--- src/rtl/sram_arbiter.sv ---
// Single-port scheduler for the external SRAM, shared by screen fetch, CPU and aux requesters.
// Runs fixed-length strobed accesses, pulses one-cycle acks and guards the aux port against starvation.
module sram_arbiter #(
    parameter int unsigned ACC_CYCLES   = 2,
    parameter int unsigned STARVE_LIMIT = 8
) (
    input  logic        clk28,
    input  logic        rst_n,
    input  logic        scr_req,
    input  logic [18:0] scr_addr,
    input  logic        cpu_req,
    input  logic        cpu_we,
    input  logic [18:0] cpu_addr,
    input  logic [7:0]  cpu_wdata,
    input  logic        aux_req,
    input  logic        aux_we,
    input  logic [18:0] aux_addr,
    input  logic [7:0]  aux_wdata,
    output logic        scr_ack,
    output logic        cpu_ack,
    output logic        aux_ack,
    output logic [7:0]  rdata,
    output logic        cpu_wait,
    output logic [18:0] va,
    input  logic [7:0]  vd_in,
    output logic [7:0]  vd_out,
    output logic        vd_oe,
    output logic        n_vrd,
    output logic        n_vwr
);
    localparam logic [2:0] ACC_LOAD   = 3'(ACC_CYCLES);
    localparam logic [3:0] STARVE_MAX = 4'(STARVE_LIMIT);

    typedef enum logic [1:0] {IDLE, ACCESS, RECOVER} state_t;
    typedef enum logic [1:0] {OWN_SCR, OWN_CPU, OWN_AUX} owner_t;

    state_t      state_q, state_d;
    owner_t      owner_q, owner_d;
    logic [2:0]  cnt_q, cnt_d;
    logic        we_q, we_d;
    logic [18:0] addr_q, addr_d;
    logic [7:0]  wdata_q, wdata_d;
    logic [7:0]  rdata_q, rdata_d;
    logic [3:0]  starve_q, starve_d;
    logic        scr_ack_q, cpu_ack_q, aux_ack_q;
    logic        scr_ack_d, cpu_ack_d, aux_ack_d;
    logic        aux_grant;

    always_comb begin
        state_d   = state_q;
        owner_d   = owner_q;
        cnt_d     = cnt_q;
        we_d      = we_q;
        addr_d    = addr_q;
        wdata_d   = wdata_q;
        rdata_d   = rdata_q;
        scr_ack_d = 1'b0;
        cpu_ack_d = 1'b0;
        aux_ack_d = 1'b0;
        aux_grant = 1'b0;

        unique case (state_q)
            IDLE: begin
                if (scr_req) begin
                    owner_d = OWN_SCR;
                    we_d    = 1'b0;
                    addr_d  = scr_addr;
                    state_d = ACCESS;
                end else if (aux_req && (starve_q == STARVE_MAX || !cpu_req)) begin
                    // A starved aux outranks the CPU; otherwise it only gets idle slots.
                    owner_d   = OWN_AUX;
                    we_d      = aux_we;
                    addr_d    = aux_addr;
                    wdata_d   = aux_wdata;
                    aux_grant = 1'b1;
                    state_d   = ACCESS;
                end else if (cpu_req) begin
                    owner_d = OWN_CPU;
                    we_d    = cpu_we;
                    addr_d  = cpu_addr;
                    wdata_d = cpu_wdata;
                    state_d = ACCESS;
                end
                if (state_d == ACCESS) cnt_d = ACC_LOAD;
            end
            ACCESS: begin
                if (cnt_q == 3'd1) begin
                    state_d   = we_q ? RECOVER : IDLE;
                    if (!we_q) rdata_d = vd_in;
                    scr_ack_d = (owner_q == OWN_SCR);
                    cpu_ack_d = (owner_q == OWN_CPU);
                    aux_ack_d = (owner_q == OWN_AUX);
                end else begin
                    cnt_d = cnt_q - 3'd1;
                end
            end
            RECOVER: state_d = IDLE;
            default: state_d = IDLE;
        endcase

        starve_d = starve_q;
        if (!aux_req || aux_grant) begin
            starve_d = 4'd0;
        end else if (starve_q != STARVE_MAX) begin
            starve_d = starve_q + 4'd1;
        end
    end

    always_ff @(posedge clk28) begin
        if (!rst_n) begin
            state_q   <= IDLE;
            owner_q   <= OWN_SCR;
            cnt_q     <= 3'd0;
            we_q      <= 1'b0;
            addr_q    <= 19'd0;
            wdata_q   <= 8'd0;
            rdata_q   <= 8'd0;
            starve_q  <= 4'd0;
            scr_ack_q <= 1'b0;
            cpu_ack_q <= 1'b0;
            aux_ack_q <= 1'b0;
        end else begin
            state_q   <= state_d;
            owner_q   <= owner_d;
            cnt_q     <= cnt_d;
            we_q      <= we_d;
            addr_q    <= addr_d;
            wdata_q   <= wdata_d;
            rdata_q   <= rdata_d;
            starve_q  <= starve_d;
            scr_ack_q <= scr_ack_d;
            cpu_ack_q <= cpu_ack_d;
            aux_ack_q <= aux_ack_d;
        end
    end

    assign scr_ack  = scr_ack_q;
    assign cpu_ack  = cpu_ack_q;
    assign aux_ack  = aux_ack_q;
    assign rdata    = rdata_q;
    assign cpu_wait = cpu_req & ~cpu_ack_q;
    assign va       = addr_q;
    assign vd_out   = wdata_q;
    // Output enable stays up through RECOVER so write data is held past the strobe.
    assign vd_oe    = we_q && (state_q != IDLE);
    assign n_vrd    = !(state_q == ACCESS && !we_q);
    assign n_vwr    = !(state_q == ACCESS && we_q);

endmodule

--- config.mk ---
export PLATFORM = sky130hd
export DESIGN_NAME = sram_arbiter
export DESIGN_NICKNAME = d
export VERILOG_FILES = /design/src/rtl/sram_arbiter.sv
export SDC_FILE = /design/constraint.sdc
export NUM_CORES = 1
export LEC_CHECK = 0
export ABC_CLOCK_PERIOD_IN_PS = 5320
export CORE_MARGIN = 2
export CORE_UTILIZATION = 41
export DETAILED_ROUTE_END_ITERATION = 16
export PLACE_DENSITY = 0.84
export SLEW_MARGIN = 0
export SYNTH_ARGS = -nofsm -noshare
export SYNTH_HDL_FRONTEND = slang
export SYNTH_SLANG_ARGS = --single-unit
--- constraint.sdc ---
create_clock -name clk28 -period 5.32 [get_ports clk28]
set_input_delay 1.064 -clock clk28 [delete_from_list [all_inputs] [get_ports clk28]]
set_output_delay 1.064 -clock clk28 [all_outputs]
set_load 0.02 [all_outputs]
# Word level (Yosys, flattened, before mapping)

Index checks and enable logic that the tools add are counted.

Flip-flop bits (word level): 50
Output and inout bits: 42

Add/sub/neg operators: 2
Equal/unequal tests: 10
Mux-type cells: 24
Bitwise gates (word level): 5
Reduce and logical (&&, ||, !) cells: 23

Operators by type and width:

| cell                                                               | number |
|---|---|
| 19-bit two-way mux                                                 | 3 |
| 2-bit two-way mux                                                  | 9 |
| 8-bit two-way mux                                                  | 2 |
| 3-bit AND reduction                                                | 4 |
| 2-bit by 1-bit == test with 1-bit output, second input constant    | 3 |
| 1-bit two-way mux                                                  | 6 |
| 3-bit two-way mux                                                  | 2 |
| 2-bit != test, second input constant                               | 3 |
| 3-bit one-hot mux with 2 select lines                              | 1 |
| 2-bit nonzero test                                                 | 3 |
| 1-bit zero test                                                    | 5 |
| 4-bit by 1-bit adder with 4-bit output, second input constant      | 1 |
| 4-bit == test, second input constant                               | 1 |
| 1-bit logical AND                                                  | 4 |
| 2-bit zero test                                                    | 2 |
| 4-bit != test, second input constant                               | 1 |
| 1-bit inverter                                                     | 4 |
| 2-bit one-hot mux with 2 select lines                              | 1 |
| 3-bit by 1-bit == test with 1-bit output, second input constant    | 1 |
| 3-bit nonzero test                                                 | 1 |
| 3-bit by 1-bit subtractor with 3-bit output, second input constant | 1 |
| 2-bit == test, second input constant                               | 1 |
| 1-bit logical OR                                                   | 2 |
| 2-bit AND reduction                                                | 1 |
| 2 further kinds                                                    | 2 |

# Longest topological paths before layout

Gate-level depths: netlist (run 1).

Word-level depth: 9
Mapped depth: 8
Depth with buffers taken out: 6

# Least setup slack after synthesis (run 1)

OpenSTA, ideal clock, no wires.

Path type: in2out
Start point: input cpu_req
End point: output cpu_wait
Data arrival time: 1433 ps
Data required time: 4256 ps
Slack: 2823 ps
Stages: 2
Path buffers: 0
Path through: inv_1 -> nor2_1

Longest elaborated chain between the ends: 1

RTL lines:

| item               | line | text |
|---|---|---|
| start: declaration | 11   | `input logic cpu_req,` |
| 1-bit AND          | 141  | `assign cpu_wait = cpu_req & ~cpu_ack_q;` |
| end: declaration   | 23   | `output logic cpu_wait,` |

No other way between the ends.

# Worst setup path after layout (run 1)

Same ends and word-level chain as after synthesis.

==> results.json, run 1 <==
{
  "routed_via_density": 5.13,
  "cts.sinks": 50,
  "vias": 2208,
  "max-cap-violations": 0,
  "period_share_pct": 66.6,
  "yosysSeqAreaShare_pct": 44.0,
  "core_um2": 5440,
  "post-cts-setup-buffer-count": 0,
  "clkTransAtPathRegs_ns": 0.09,
  "synth_edf_count": 0,
  "hold_class": "reg -> reg",
  "synthArstFlopShare_pct": 0,
  "cts_resized": 0,
  "cts_buffers": 5,
  "die_w_um": 78.5,
  "synth_nets": 326,
  "min_to": "aux_ack$_SDFF_PN0_",
  "syn-mean-instance-area_um2": 9.72,
  "cts_tree": "built",
  "r2r_cells": 7,
  "finalSetupViolCount": 0,
  "antenna_cells": 0,
  "drt-wirelength-per-cell_um": 14.0,
  "ios": 130,
  "ys.flop_type": "dfxtp_1",
  "drt_first_pass_iters": 4,
  "slew_headroom_pct": 30.5,
  "fin_area_um2": 3650,
  "hold_slack_ns": 0.478,
  "finalWorstSetupSlack_ns": 1.78,
  "crit_path_start_kind": "primary input",
  "cts_buffer_depth": 2,
  "dp.cells": 422,
  "regToRegSetupSlack_ns": 3.14,
  "n_fill_cell": 452,
  "worstMarginPinSlew_ns": 1.04,
  "required_ns": 4.26,
  "yosys_warnings": 0,
  "dieHeight_um": 78.5,
  "vdd_drop_max_uv": 108,
  "arrival_ns": 2.48,
  "clock_latency_ns": 0.31,
  "dp_hpwl_um": 4390,
  "finalHoldViolCount": 0,
  "place_area_um2": 3560,
  "ctsRootBufferMaster": "clkbuf_8",
  "dp_slack_ns": 1.78,
  "cp_max_fo": 3,
  "grt_max_degree": 34,
  "drt-initial-drc-count": 102,
  "path_class": "in -> out",
  "layout-drive-gt1-share_pct": 7.54,
  "rr_startpoint": "starve_q[0]$_SDFFE_PP0N_",
  "status": "finished, final reports clean",
  "max_freq_mhz": 282,
  "final_cell_mix": "clkdlybuf4s50_1, dfxtp_1, mux2i_1",
  "hold_buffers": 0,
  "numPortBuffers": 129,
  "synth_cells": 234,
  "multi_input_area_um2": 1130,
  "grt_pass1_wl_um": 10200,
  "nets": 449,
  "total_power_uw": 870,
  "initial_core_util_pct": 41.8,
  "reg2reg_to": "we_q$_SDFFE_PN0P_",
  "post-route-min-period_ns": 3.54,
  "gpl.final_weighted_congestion": 0.757,
  "die-area_um2": 6160,
  "post-route-util_pct": 67.1,
  "syn_to_final_growth_pct": 60.5,
  "ant_nets": 0,
  "leakagePower_nw": 1.40,
  "drc_errors": 0,
  "antenna_found_initial": 0,
  "slew_viol_final": 0,
  "synthDistinctLibCells": 40,
  "syn_area_um2": 2270,
  "min_from": "owner_q[0]$_SDFFE_PN0P_",
  "grt_usage_pct": 20.4,
  "stdcell_count": 430,
  "crit_start": "cpu_req",
  "routed_wl_um": 6020,
  "grt_pass1_vias": 2225,
  "overflow": 0,
  "rsz0062_at_grt": "no",
  "num_rows": 27,
  "setup_tns_ns": 0,
  "final.setup_skew_ns": 0.00818,
  "htree_levels": 2,
  "end_kind": "output pin",
  "regArea_um2": 1000,
  "powerDensity_nw_per_um2": 238,
  "mostFrequentLayoutCell": "clkdlybuf4s50_1",
  "min_path_cells": 1,
  "yosys_register_bits": 50
}
synthesized netlist by cell type (2+ instances only):
cell / count / area share [%]
nand2b_1: 2 / 0.55
nor2_1: 19 / 3.1
buf_2: 5 / 1.1
mux2i_1: 28 / 12
a31oi_1: 8 / 2.2
nand2_1: 17 / 2.8
nand2_2: 8 / 2.2
buf_6: 2 / 0.99
a32oi_1: 19 / 7.3
inv_1: 6 / 0.99
o21ai_1: 19 / 4.2
nand3_1: 2 / 0.44
o21ai_0: 9 / 2.0
clkbuf_1: 6 / 0.99
a21oi_1: 2 / 0.44
a22oi_1: 2 / 0.66
ha_1: 4 / 2.2
and3_1: 2 / 0.55
nor3b_1: 2 / 0.66
dfxtp_1: 50 / 44
xor2_1: 2 / 0.77
buf_12: 2 / 1.8
logic make-up after synthesis:
group | count (synthesis) | share of synthesized area [%]
compound gates | 66 | 20.4
simple gates | 59 | 13.1
flops | 50 | 44.0
mux | 29 | 12.8
buf+inv | 23 | 6.33
fa+ha+maj | 4 | 2.20
xor+xnor | 3 | 1.16
worst max-delay path: stages:
cell,delay (ns)
clkdlybuf4s50_1,0.55
inv_1,0.13
nor2_1,0.11
clkdlybuf4s50_1,0.62
layer usage:
layer	routed length, um	global-route usage, %
met4	51	4.74
met1	2500	23.0
met2	2830	36.7
met3	633	7.47
met5	0	0
layout make-up:
type	instances	area share [%]
Sequential cell	50	27.4
Clock buffer	5	1.89
Timing Repair Buffer	132	36.0
Multi-Input combinational cell	161	30.9
Inverter	7	0.720
Clock inverter	3	0.583
Tap cell	72	2.47
how the worst max path moves through the flow:
stage	endpoint	cells after the start
after floorplan	cpu_wait	2
after global placement	cpu_wait	4
after detailed placement	cpu_wait	4
after CTS	cpu_wait	4
after global routing	cpu_wait	4
final	cpu_wait	4
registers in the layout, indices dropped and copies added, names as in the netlist:
register,flops
aux_ack,1
cnt_q,3
cpu_ack,1
owner_q,2
rdata,8
scr_ack,1
starve_q,4
state_q,2
va,19
vd_out,8
we_q,1
where the power goes:
group / switching (mW) / internal [mW] / total (mW)
Sequential: 0.0142 / 0.400 / 0.415
Combinational: 0.104 / 0.126 / 0.230
Clock: 0.133 / 0.0927 / 0.225
Total: 0.251 / 0.619 / 0.870
Note: power is estimated with default switching activity, not from simulation.
==> run 2: changes to the inputs <==
- ABC_CLOCK_PERIOD_IN_PS: 5320 -> 2900
- CORE_UTILIZATION: 41 -> 34
- PLACE_DENSITY: 0.84 -> 0.75
- clock period: 5.32 -> 2.9 ns (I/O delays scaled with it)
==> run 2 against run 1 <==
  * The run now ends with DRC left
  * Count of clock-buffer cells in the layout unchanged
  * Sequential share of layout area shrank 0.51 points
  * Power grew 85%
  * Setup slack got worse by 1.5 ns
  * Non-clock buffer count grew 5
  * Cell count up 2.3%
  * Utilization decreased by 9.2 points
  * Sequential power increased by 83%
  * Clock skew is essentially flat
  * Combinational power is 90% higher
  * Clock power increased by 84%
  * Routed wire length increased by 4.7%
  * Largest power group unchanged
  * Highest routed layer unchanged
==> results.json, run 2 (synthesis results as in run 1) <==
{
  "status": "finished, violations left",
  "violations": "DRC",
  "drt_first_pass_iters": 10,
  "clkTransAtPathRegs_ns": 0.10,
  "numPortBuffers": 129,
  "post-route-min-period_ns": 2.58,
  "p_sw_uw": 463,
  "antenna_cells": 0,
  "crit_start": "cpu_req",
  "ctsRootBufferMaster": "clkbuf_8",
  "drt-initial-drc-count": 41,
  "hold_buffers": 0,
  "drt-wirelength-per-cell_um": 14.3,
  "routed_wl_um": 6300,
  "crit_buf_inv": 3,
  "leakagePower_nw": 1.43,
  "crit_top_cell": "clkdlybuf4s50_1",
  "period_share_pct": 89.0,
  "pwr-share-clk_pct": 25.7,
  "combPwrFrac_pct": 27.1,
  "vias": 2262,
  "cp_max_fo": 3,
  "grt_max_degree": 21,
  "dieHeight_um": 85.8,
  "grt_pass1_vias": 2317,
  "mostFrequentLayoutCell": "clkdlybuf4s50_1",
  "clock_latency_ns": 0.30,
  "slew_headroom_pct": 46.4,
  "crit_cells": 4,
  "overflow": 0,
  "crit_path_start_kind": "primary input",
  "vdd_drop_max_uv": 211,
  "slowest_delay_ns": 0.62,
  "n_fill_cell": 580,
  "regToRegSetupSlack_ns": 0.95,
  "num_rows": 29,
  "r2r_cells": 7,
  "drc_errors": 8,
  "final_cell_mix": "clkdlybuf4s50_1, dfxtp_1, mux2i_1",
  "initial_core_util_pct": 35.4,
  "grt_pass1_wl_um": 10300,
  "cts_buffers": 5,
  "critPathSlowestCell": "clkdlybuf4s50_1",
  "reg2reg_to": "we_q$_SDFFE_PN0P_",
  "finalSetupViolCount": 0,
  "worstMarginPinSlew_ns": 0.804,
  "path_cells": "clkdlybuf4s50_1 > inv_1 > nor2_1 > clkdlybuf4s50_1",
  "layout-drive-gt1-share_pct": 8.82,
  "crit_end": "cpu_wait",
  "path_class": "in -> out",
  "hold_class": "reg -> reg",
  "grt_usage_pct": 17.4,
  "routed_via_density": 5.14,
  "cts_resized": 0,
  "dp_hpwl_um": 4780,
  "antenna_found_initial": 0,
  "required_ns": 2.32,
  "slew_viol_final": 0,
  "min_path_cells": 1,
  "end_kind": "output pin",
  "rr_startpoint": "starve_q[0]$_SDFFE_PP0N_",
  "place_area_um2": 3630,
  "power_frac_seq_pct": 47.3,
  "ant_nets": 0,
  "htree_levels": 2,
  "power_switching_share_pct": 28.8,
  "nets": 454,
  "rsz0062_at_grt": "no",
  "p_int_mw": 1.15,
  "critical-path-top-delay-family": "buffers and inverters",
  "max-cap-violations": 0,
  "setup_tns_ns": 0,
  "syn_to_final_growth_pct": 63.6,
  "ios": 130,
  "cts_tree": "built",
  "arrival_ns": 2.00,
  "fin_area_um2": 3720,
  "cts.sinks": 50,
  "gpl.final_weighted_congestion": 0.750,
  "die_w_um": 85.8,
  "core_um2": 6420,
  "cts_buffer_depth": 2,
  "final.setup_skew_ns": 0.00805,
  "largest_reg_flops": 19,
  "finalHoldViolCount": 0,
  "post-cts-setup-buffer-count": 0,
  "die-area_um2": 7360,
  "max_freq_mhz": 387,
  "powerDensity_nw_per_um2": 433
}
-- run 2: worst min path at each step --
stage	slack, ns	to	start
floorplan	0.44	aux_ack$_SDFF_PN0_	owner_q[0]$_SDFFE_PN0P_
global placement	0.46	aux_ack$_SDFF_PN0_	owner_q[0]$_SDFFE_PN0P_
detailed placement	0.46	aux_ack$_SDFF_PN0_	owner_q[0]$_SDFFE_PN0P_
CTS	0.48	aux_ack$_SDFF_PN0_	owner_q[0]$_SDFFE_PN0P_
global route	0.49	aux_ack$_SDFF_PN0_	owner_q[0]$_SDFFE_PN0P_
finish	0.48	cpu_ack$_SDFF_PN0_	owner_q[1]$_SDFFE_PN0P_
-- run 2: worst reg2reg max path, stage by stage (launching register included) --
cell,delay [ns]
dfxtp_1,0.38
inv_1,0.08
ha_1,0.21
and3b_2,0.26
o21ai_4,0.37
buf_12,0.21
mux2i_1,0.25
o22ai_2,0.08
-- run 2: area by class of cell --
class | count | area, um2 | share of cell area, %
timing repair buffer | 137 | 1380 | 37.0
multi-input combinational | 161 | 1130 | 30.3
sequential | 50 | 1000 | 26.9
tap | 77 | 96.3 | 2.59
clock buffer | 5 | 68.8 | 1.85
inverter | 7 | 26.3 | 0.707
clock inverter | 3 | 21.3 | 0.572
-- run 2: power by group through the flow --
stage,Clock [mW],Sequential (mW),Combinational (mW)
global placement,0,0.774,0.433
detailed placement,0,0.776,0.439
finish,0.413,0.760,0.436
CTS,0.426,0.760,0.442
floorplan,0,0.821,0.153
global route,0.449,0.766,0.473
-- run 2: stage by stage --
step / hold WS, ns / total power, mW / instances / util, % / setup slack [ns]
CTS: 0.483 / 1.63 / 440 / 57.9 / 0.318
finish: 0.482 / 1.61 / 440 / 57.9 / 0.318
global route: 0.494 / 1.69 / 440 / 57.9 / 0.224
floorplan: 0.435 / 0.974 / 234 / - / 1.22
detailed placement: 0.460 / 1.22 / 432 / 56.5 / 0.336
global placement: 0.460 / 1.21 / 432 / 56.5 / 0.338
-- run 2: per-layer routing --
metal	GRT usage, %	share of wire (%)	vias to the layer above	wire length [um]
li1	-	-	1105	-
met1	18.8	40	1039	2510
met2	31.0	48	107	3010
met3	5.87	10	11	661
met4	7.36	1.8	0	115
met5	0	0	-	0
==> run 3: changes to the inputs <==
- CAP_MARGIN: default -> 20
==> results of run 3 <==
Final layout, timing and power as in run 2 (identical DEF).
